[src/rtl/spi_bus_arbiter_pkg.sv]
// Shared types and defaults for the SPI bus arbiter: FSM states, owner codes,
// and default timing constants.
package spi_arb_pkg;

    typedef enum logic [2:0] {
        S_IDLE,
        S_CORE,
        S_HW_SEL,
        S_HW_HOLD,
        S_HW_SHIFT,
        S_GAP
    } state_t;

    typedef enum logic [1:0] {
        OWN_NONE = 2'b00,
        OWN_CORE = 2'b01,
        OWN_HW   = 2'b10
    } owner_t;

    localparam int DEF_CLK_DIV    = 4;
    localparam int DEF_GAP_CYCLES = 2;

    function automatic int max2(input int a, input int b);
        return (a > b) ? a : b;
    endfunction

endpackage

[src/rtl/spi_bus_arbiter_if.sv]
// Hardware requester handshake: bus request/grant plus byte-level tx/rx streams.
interface spi_bus_arbiter_if;
    logic       hw_req;
    logic       hw_gnt;
    logic [7:0] hw_tx_data;
    logic       hw_tx_valid;
    logic       hw_tx_ready;
    logic [7:0] hw_rx_data;
    logic       hw_rx_valid;

    modport master (
        output hw_req, hw_tx_data, hw_tx_valid,
        input  hw_gnt, hw_tx_ready, hw_rx_data, hw_rx_valid
    );

    modport slave (
        input  hw_req, hw_tx_data, hw_tx_valid,
        output hw_gnt, hw_tx_ready, hw_rx_data, hw_rx_valid
    );
endinterface

[src/rtl/spi_bus_arbiter_shifter.sv]
// Mode-0 MSB-first byte engine: MOSI changes on SCLK fall, MISO sampled on rise,
// each SCLK half-period lasting CLK_DIV clocks.
module spi_byte_shifter
    import spi_arb_pkg::*;
#(
    parameter int CLK_DIV = DEF_CLK_DIV
) (
    input  logic       clk_i,
    input  logic       rst_ni,
    input  logic       start_i,
    input  logic [7:0] byte_i,
    input  logic       miso_i,
    output logic       sclk_o,
    output logic       mosi_o,
    output logic       done_o,
    output logic [7:0] rx_o
);
    localparam int DIV_W = $clog2(CLK_DIV + 1);

    logic             busy_q;
    logic             sclk_q;
    logic             done_q;
    logic [DIV_W-1:0] div_q;
    logic [2:0]       bit_q;
    logic [7:0]       sh_q;
    logic [7:0]       rx_q;

    always_ff @(posedge clk_i) begin
        if (!rst_ni) begin
            busy_q <= 1'b0;
            sclk_q <= 1'b0;
            done_q <= 1'b0;
            div_q  <= '0;
            bit_q  <= 3'd7;
            sh_q   <= 8'h00;
            rx_q   <= 8'h00;
        end else begin
            done_q <= 1'b0;
            if (start_i && !busy_q) begin
                busy_q <= 1'b1;
                sh_q   <= byte_i;
                div_q  <= '0;
                bit_q  <= 3'd7;
                sclk_q <= 1'b0;
            end else if (busy_q) begin
                if (div_q == DIV_W'(CLK_DIV - 1)) begin
                    div_q <= '0;
                    if (!sclk_q) begin
                        sclk_q <= 1'b1;
                        rx_q   <= {rx_q[6:0], miso_i};
                    end else begin
                        sclk_q <= 1'b0;
                        // Last bit leaves MOSI where it is; nothing listens after the fall.
                        if (bit_q == 3'd0) begin
                            busy_q <= 1'b0;
                            done_q <= 1'b1;
                        end else begin
                            bit_q <= bit_q - 3'd1;
                            sh_q  <= {sh_q[6:0], 1'b0};
                        end
                    end
                end else begin
                    div_q <= div_q + 1'b1;
                end
            end
        end
    end

    assign sclk_o = sclk_q;
    assign mosi_o = sh_q[7];
    assign done_o = done_q;
    assign rx_o   = rx_q;

endmodule

[src/rtl/spi_bus_arbiter.sv]
// Shares one SPI bus between the core's SPI master (pass-through) and a hardware
// byte requester, switching owners only between transactions with an SS-high gap.
module spi_bus_arbiter
    import spi_arb_pkg::*;
#(
    parameter int CLK_DIV    = DEF_CLK_DIV,
    parameter int GAP_CYCLES = DEF_GAP_CYCLES
) (
    input  logic                 clk_in_clk,
    input  logic                 reset_reset_n,
    input  logic                 core_ss_n,
    input  logic                 core_sclk,
    input  logic                 core_mosi,
    output logic                 core_miso,
    output logic                 core_wait,
    spi_bus_arbiter_if.slave     hw,
    output logic                 spi_ss_n,
    output logic                 spi_sclk,
    output logic                 spi_mosi,
    input  logic                 spi_miso,
    output logic [1:0]           owner
);
    localparam int CNT_W = $clog2(max2(CLK_DIV, GAP_CYCLES) + 1);

    state_t           state_q;
    owner_t           owner_q, last_q, gap_own_q;
    logic             gnt_q, ss_q, rx_valid_q;
    logic [7:0]       rx_data_q;
    logic [CNT_W-1:0] cnt_q;

    logic       shf_start, shf_sclk, shf_mosi, shf_done;
    logic [7:0] shf_rx;
    logic       core_req;

    assign core_req  = ~core_ss_n;
    assign shf_start = (state_q == S_HW_HOLD) && hw.hw_req && hw.hw_tx_valid;

    spi_byte_shifter #(.CLK_DIV(CLK_DIV)) u_shifter (
        .clk_i   (clk_in_clk),
        .rst_ni  (reset_reset_n),
        .start_i (shf_start),
        .byte_i  (hw.hw_tx_data),
        .miso_i  (spi_miso),
        .sclk_o  (shf_sclk),
        .mosi_o  (shf_mosi),
        .done_o  (shf_done),
        .rx_o    (shf_rx)
    );

    always_ff @(posedge clk_in_clk) begin
        if (!reset_reset_n) begin
            state_q    <= S_IDLE;
            owner_q    <= OWN_NONE;
            last_q     <= OWN_HW;
            gap_own_q  <= OWN_HW;
            gnt_q      <= 1'b0;
            ss_q       <= 1'b1;
            cnt_q      <= '0;
            rx_valid_q <= 1'b0;
            rx_data_q  <= 8'h00;
        end else begin
            rx_valid_q <= 1'b0;
            case (state_q)
                S_IDLE: begin
                    cnt_q <= '0;
                    // On a tie the side that did not own the bus last goes first.
                    if (core_req && (!hw.hw_req || last_q == OWN_HW)) begin
                        state_q <= S_CORE;
                        owner_q <= OWN_CORE;
                    end else if (hw.hw_req) begin
                        state_q <= S_HW_SEL;
                        owner_q <= OWN_HW;
                        gnt_q   <= 1'b1;
                        ss_q    <= 1'b0;
                    end
                end
                S_CORE: begin
                    if (core_ss_n) begin
                        state_q   <= S_GAP;
                        owner_q   <= OWN_NONE;
                        gap_own_q <= OWN_CORE;
                        cnt_q     <= '0;
                    end
                end
                S_HW_SEL: begin
                    if (cnt_q == CNT_W'(CLK_DIV - 1)) begin
                        state_q <= S_HW_HOLD;
                        cnt_q   <= '0;
                    end else begin
                        cnt_q <= cnt_q + 1'b1;
                    end
                end
                S_HW_HOLD: begin
                    if (hw.hw_req && hw.hw_tx_valid) begin
                        state_q <= S_HW_SHIFT;
                    end else if (!hw.hw_req) begin
                        state_q   <= S_GAP;
                        owner_q   <= OWN_NONE;
                        gnt_q     <= 1'b0;
                        ss_q      <= 1'b1;
                        gap_own_q <= OWN_HW;
                        cnt_q     <= '0;
                    end
                end
                S_HW_SHIFT: begin
                    // Hold one extra cycle so tx_ready reopens after the rx strobe.
                    if (rx_valid_q) begin
                        state_q <= S_HW_HOLD;
                    end else if (shf_done) begin
                        rx_valid_q <= 1'b1;
                        rx_data_q  <= shf_rx;
                    end
                end
                S_GAP: begin
                    if (cnt_q == CNT_W'(GAP_CYCLES - 1)) begin
                        state_q <= S_IDLE;
                        last_q  <= gap_own_q;
                        cnt_q   <= '0;
                    end else begin
                        cnt_q <= cnt_q + 1'b1;
                    end
                end
                default: state_q <= S_IDLE;
            endcase
        end
    end

    assign spi_ss_n  = (owner_q == OWN_CORE) ? core_ss_n : ss_q;
    assign spi_sclk  = (owner_q == OWN_CORE) ? core_sclk : shf_sclk;
    assign spi_mosi  = (owner_q == OWN_CORE) ? core_mosi : shf_mosi;
    assign core_miso = (owner_q == OWN_CORE) ? spi_miso : 1'b0;
    assign core_wait = core_req && (owner_q != OWN_CORE);
    assign owner     = owner_q;

    assign hw.hw_gnt      = gnt_q;
    assign hw.hw_tx_ready = (state_q == S_HW_HOLD) && hw.hw_req;
    assign hw.hw_rx_valid = rx_valid_q;
    assign hw.hw_rx_data  = rx_data_q;

endmodule

[src/flat_wrapper.sv]
// flat-port wrapper written by rule: the top's interface ports become plain ports
module spi_bus_arbiter_flat import spi_arb_pkg::*;
#(
    parameter int CLK_DIV    = DEF_CLK_DIV,
    parameter int GAP_CYCLES = DEF_GAP_CYCLES
)
  (clk_in_clk, reset_reset_n, core_ss_n, core_sclk, core_mosi, core_miso, core_wait, spi_ss_n, spi_sclk, spi_mosi, spi_miso, owner, hw_hw_req, hw_hw_tx_data, hw_hw_tx_valid, hw_hw_gnt, hw_hw_tx_ready, hw_hw_rx_data, hw_hw_rx_valid);
  spi_bus_arbiter_if hw_i ();
  input  logic clk_in_clk;
  input  logic reset_reset_n;
  input  logic core_ss_n;
  input  logic core_sclk;
  input  logic core_mosi;
  output logic core_miso;
  output logic core_wait;
  output logic spi_ss_n;
  output logic spi_sclk;
  output logic spi_mosi;
  input  logic spi_miso;
  output logic [1:0] owner;
  input wire logic [$bits(hw_i.hw_req)-1:0] hw_hw_req;
  input wire logic [$bits(hw_i.hw_tx_data)-1:0] hw_hw_tx_data;
  input wire logic [$bits(hw_i.hw_tx_valid)-1:0] hw_hw_tx_valid;
  output wire logic [$bits(hw_i.hw_gnt)-1:0] hw_hw_gnt;
  output wire logic [$bits(hw_i.hw_tx_ready)-1:0] hw_hw_tx_ready;
  output wire logic [$bits(hw_i.hw_rx_data)-1:0] hw_hw_rx_data;
  output wire logic [$bits(hw_i.hw_rx_valid)-1:0] hw_hw_rx_valid;
  assign hw_i.hw_req = hw_hw_req;
  assign hw_i.hw_tx_data = hw_hw_tx_data;
  assign hw_i.hw_tx_valid = hw_hw_tx_valid;
  assign hw_hw_gnt = hw_i.hw_gnt;
  assign hw_hw_tx_ready = hw_i.hw_tx_ready;
  assign hw_hw_rx_data = hw_i.hw_rx_data;
  assign hw_hw_rx_valid = hw_i.hw_rx_valid;
  spi_bus_arbiter #(.CLK_DIV(CLK_DIV), .GAP_CYCLES(GAP_CYCLES)) u_core (.clk_in_clk(clk_in_clk), .reset_reset_n(reset_reset_n), .core_ss_n(core_ss_n), .core_sclk(core_sclk), .core_mosi(core_mosi), .core_miso(core_miso), .core_wait(core_wait), .hw(hw_i), .spi_ss_n(spi_ss_n), .spi_sclk(spi_sclk), .spi_mosi(spi_mosi), .spi_miso(spi_miso), .owner(owner));
endmodule
[config.mk]
export PLATFORM = sky130hd
export DESIGN_NAME = spi_bus_arbiter_flat
export DESIGN_NICKNAME = d
export VERILOG_FILES = /design/src/rtl/spi_bus_arbiter_pkg.sv /design/src/rtl/spi_bus_arbiter_if.sv /design/src/rtl/spi_bus_arbiter_shifter.sv /design/src/rtl/spi_bus_arbiter.sv /design/src/flat_wrapper.sv
export SDC_FILE = /design/constraint.sdc
export NUM_CORES = 1
export LEC_CHECK = 0
export BUFFER_PORTS_ARGS = -buffer_cell sky130_fd_sc_hd__buf_4
export CAP_MARGIN = 10
export CORE_ASPECT_RATIO = 0.7
export CORE_MARGIN = 4
export CORE_UTILIZATION = 40
export DETAILED_ROUTE_END_ITERATION = 8
export SYNTH_ARGS = -nofsm -noshare
export SYNTH_HDL_FRONTEND = slang
export SYNTH_HIERARCHICAL = 1
export SYNTH_SLANG_ARGS = --single-unit
[constraint.sdc]
create_clock -name clk_in_clk -period 3.9 [get_ports clk_in_clk]
set_clock_uncertainty 0.15 [all_clocks]
set_input_delay 0.78 -clock clk_in_clk [delete_from_list [all_inputs] [get_ports clk_in_clk]]
set_output_delay 0.78 -clock clk_in_clk [all_outputs]
set_load 0.02 [all_outputs]
# Yosys cells after proc, flatten, opt, wreduce, memory -nomap -nowiden
# Index checks and enable logic that the tools add are counted.
# totals
regBits	48
inputBits	16
wordCells	135
# classes
n_addsub	3
eq_ne	22
mux	53
bitwise	9
reduce_logical	32
# op_table
cell	n
$mux W3	14
$mux W8	5
$mux W1	20
$reduce_and A4 Y1	5
$pmux W3 S6	1
$mux W2	8
$pmux W3 S5	1
$eq A3 B2 Y1 const B	4
$ne A2 B2 Y1 const B	6
$reduce_and A5 Y1	2
$reduce_bool A2 Y1	5
$not A1 Y1	9
$ne A2 B1 Y1 const B	4
$add A3 B1 Y3 const B	2
$eq A3 B1 Y1 const B	2
$eq A3 B3 Y1 const B	2
$logic_and A1 B1 Y1	6
$logic_not A3 Y1	2
$pmux W2 S3	1
$reduce_and A6 Y1	1
$reduce_bool A5 Y1	1
$reduce_or A5 Y1	1
$pmux W1 S2	2
$pmux W2 S2	1
other kinds (12)	14

# Logic depth before layout (Yosys ltp)
# logic_depth
word_depth	6
ltp_mapped	7
ltp_nobuf	6

# Hierarchy
# Netlist, hierarchy kept.
# modules_own_cells
module	n_inst	cells_per_inst	area_per_inst_um2
spi_bus_arbiter	1	137	1255.0
spi_byte_shifter	1	130	1162.4

# Worst setup path before layout
# No wires, ideal clock.
# synth_path
kind	input-to-output
from	input port core_ss_n
to	output port spi_ss_n
arrival_time_ps	1242
required_time_ps	2970
path_slack_ps	1728
cell_stages	2
path_cell_list	buf_2 mux2_2
# synth_via
elab_chain_len	1
# synth_rtl
item	line	text
from (decl)	flat_wrapper.sv:11	input logic core_ss_n;
$mux W1	spi_bus_arbiter.sv:128	assign spi_ss_n = (owner_q == OWN_CORE) ? core_ss_n : ss_q;
to (decl)	flat_wrapper.sv:16	output logic spi_ss_n;
# No other way between the ends.

# Worst setup path in the final report
# layout_path
from	register u_core.owner_q[0] (netlist: u_core/owner[0])
to	output port spi_ss_n
# layout_via
elab_chain_len	2
# layout_rtl
item	line	text
from (decl)	spi_bus_arbiter.sv:26	owner_t owner_q, last_q, gap_own_q;
from (signal assigned)	spi_bus_arbiter.sv:53	owner_q <= OWN_NONE;
from (signal assigned)	spi_bus_arbiter.sv:69	owner_q <= OWN_CORE;
from (signal assigned)	spi_bus_arbiter.sv:72	owner_q <= OWN_HW;
$eq A2 B1 Y1	spi_bus_arbiter.sv:128	
$mux W1	spi_bus_arbiter.sv:128	
# No other way between the ends.

==> run_results.csv <==
group,metric,value,unit
outcome,status,"finished, final reports clean",
worst_setup_path,cp-start-kind,"flip-flop",
clock_network,h-tree-depth,2,
global_routing,grt_pass1_vias,1827,
global_routing,grt_antenna_before_repair,0,
hold_path,min_path_cells,2,
power,powerDensity,497,mW/mm^2
synth,ys_seq_elements,48,
timing,hold_viol_final,0,
worst_setup_path,r2r_end,"u_core/u_shifter/sh_q[7]$_SDFFE_PN0P_",
synth,yosysWarnings,6,
timing,min_period,2.57,ns
clock_network,cts-buffers-inserted,5,
synth,synth_area,0.00242,sq mm
clock_network,root_buffer,"clkbuf_8",
timing,setup_viol,0,
synth,synth_seq_area_share,39.8,%
synth,synth_ff_type,"dfxtp_1",
routing,drc_errors,0,
clock_network,cts_setup_buffers,0,
synth,avgSynthCellArea,9.05,sq um
worst_setup_path,critPathLaunch,"u_core/owner[0]$_SDFFE_PN0P_",
placement,placed_cell_area,0.00260,sq mm
routing,viasPerCell,5.42,
timing,tightest_slew,0.825,ns
clock_network,post_cts_resize_count,0,
global_routing,grt_remaining_overflow,0,
floorplan,start_util,41.8,%
clock_network,cts_tree,"yes",
worst_setup_path,worstSetupPathType,"flip-flop to primary output",
worst_setup_path,endpoint,"spi_ss_n",
synth,synth_top_cell_area_share,39.8,%
timing,setup-tns-final,0,ns
routing,drt_pass1_iterations,4,
synth,synthDistinctLibCells,61,
clock_network,clock-sinks,48,
worst_setup_path,cp.arrival,1.64,ns
synth,yosysMostFrequentCell,"dfxtp_1",
placement,io_buffers,33,
routing,avgRoutedWirePerCell,14.8,microns
synth,syn-instance-count,267,
layout,area_growth,13.2,%
timing,hold-worst-slack,0.310,ns
timing,rsz0062_at_grt,"false",
synth,postSynth.asyncResetShare,0,%
power,p_leak,1.10,nW
global_routing,grt_max_degree,20,
worst_setup_path,r2r_start,"u_core/state_q[0]$_SDFFE_PN0P_",
clock_network,ctsHoldBuffers,0,
layout,diodes,0,
clock_network,insertion_delay,0.30,ns
timing,slew_headroom,44.9,%
floorplan,die_height,73.0,microns
layout,drive_above_1_share,20.1,%
clock_network,path_clk_slew,0.09,ns
worst_setup_path,crit_fanout,5,
timing,max_freq,388,MHz
floorplan,ios,34,
layout,final_area,0.00274,sq mm
worst_setup_path,worstRegToRegCells,5,
synth,yosys-top-cells-count,"dfxtp_1 (48), nand2_1 (27), nor2_1 (20), a21oi_1 (18), o21ai_0 (13)",
floorplan,rows,23,
layout,final.fill_count,578,
global_routing,grt_pass1_wl,9140,microns
global_routing,track_usage,15.4,%
placement,hpwl,3750,microns
timing,timing.final.crit_share,66.0,%
timing,slew_viol_final,0,
synth,synthTopCellsByArea,"dfxtp_1 (40%), mux2i_1 (5.0%), nand2_1 (4.2%)",
worst_setup_path,critPathCaptureType,"primary output",
routing,first_iter_violations,85,
power,ir_worst_vdd,0.000204,V
floorplan,core,0.00578,sq mm
clock_network,cts.path.max_buffers,2,
placement,gp_congestion,0.840,
layout,nNetsFinal,310,
synth,syn_nets,290,
routing,drt_wl_total,5380,microns
routing,num_vias,1966,
worst_setup_path,required,2.97,ns
synth,synth_edf_count,0,
floorplan,fp.dieArea,0.00737,sq mm
run,drv_cap,0,
routing,ant_nets,0,
hold_path,hold_class,"flip-flop to flip-flop",
worst_setup_path,r2r_slack,1.71,ns
synth,synth_area_leader_cell,"dfxtp_1",
floorplan,die_x,101,microns
power by group:
| group | total [mW] | internal, mW | switching, mW | leakage, nW |
|---|---|---|---|---|
| Clock | 0.433 | 0.258 | 0.175 | 0.0687 |
| Sequential | 0.604 | 0.529 | 0.0752 | 0.388 |
| Combinational | 0.323 | 0.161 | 0.162 | 0.643 |
| Total | 1.36 | 0.948 | 0.412 | 1.10 |
cell usage in the layout (no fill, tap or decap), drive strengths merged, types with 3 or more instances in the layout:
cell type  count
a21oi         19
a31oi         10
buf           33
clkbuf         5
dfxtp         48
ha             7
inv           10
mux2           3
mux2i         12
nand2         27
nand2b         7
nand3b         4
nand4          7
nor2          21
nor2b          6
nor3b          5
o21ai         14
o31ai          7
cells by family (layout without fill, tap and decap cells):
logic type	Yosys count	after routing	share of synthesized area [%]
simple gates	96	96	22.2
compound gates	71	71	19.9
flops	48	48	39.8
buf+inv	30	51	8.18
mux	15	15	6.37
fa+ha+maj	7	7	3.62
final cells by class:
cell class | instances | area [sq um] | area share [%]
inverter | 10 | 37.5 | 1.37
clock buffer | 5 | 68.8 | 2.51
multi-input combinational | 189 | 1260 | 46.0
timing repair buffer | 33 | 248 | 9.05
clock inverter | 3 | 68.8 | 2.51
tap | 75 | 93.8 | 3.43
sequential | 48 | 961 | 35.1
worst max-delay path, cell delays in order, from the launching register on:
cell     delay, ns
dfxtp_1       0.35
nor2b_1       0.44
mux2_2        0.39
buf_4         0.16
sequential cells by signal, indices dropped and copies added, names as in the netlist, 3 cells and up:
name / flops
u_core/cnt_q: 3
u_core/hw.hw_rx_data: 8
u_core/state_q: 3
u_core/u_shifter/bit_q: 3
u_core/u_shifter/div_q: 3
u_core/u_shifter/rx_o: 8
u_core/u_shifter/sh_q: 8
worst min-delay path by stage:
stage / end / startpoint
2_1_floorplan: u_core/u_shifter/rx_o[7]$_SDFFE_PN0P_ / u_core/u_shifter/rx_o[7]$_SDFFE_PN0P_
3_3_place_gp: u_core/u_shifter/rx_o[7]$_SDFFE_PN0P_ / u_core/u_shifter/rx_o[7]$_SDFFE_PN0P_
3_5_place_dp: u_core/u_shifter/rx_o[7]$_SDFFE_PN0P_ / u_core/u_shifter/rx_o[7]$_SDFFE_PN0P_
4_1_cts: u_core/u_shifter/rx_o[7]$_SDFFE_PN0P_ / u_core/u_shifter/rx_o[7]$_SDFFE_PN0P_
5_1_grt: u_core/u_shifter/sh_q[0]$_SDFFE_PN0P_ / u_core/u_shifter/sh_q[0]$_SDFFE_PN0P_
6_report: u_core/u_shifter/rx_o[7]$_SDFFE_PN0P_ / u_core/u_shifter/rx_o[7]$_SDFFE_PN0P_
per-stage QoR:
| stage | utilization [%] | setup slack (ns) | cells | total power, mW |
|---|---|---|---|---|
| final | 47.3 | 1.33 | 363 | 1.36 |
| after global placement | 44.9 | 1.57 | 355 | 0.936 |
| after detailed placement | 44.9 | 1.53 | 355 | 0.936 |
| after global routing | 47.3 | 1.20 | 363 | 1.44 |
| after floorplan | - | 1.73 | 267 | 0.866 |
| after CTS | 47.3 | 1.29 | 363 | 1.37 |
per-layer routing:
metal	track usage [%]	share of wire, %	wire [microns]	up-vias
met5	0	0	0	-
met4	4.57	0.69	37	0
met3	3.44	4.1	220	4
met2	20.9	41	2220	38
met1	24.0	54	2900	927
li1	-	-	-	997
(Power assumes the default switching activity.)
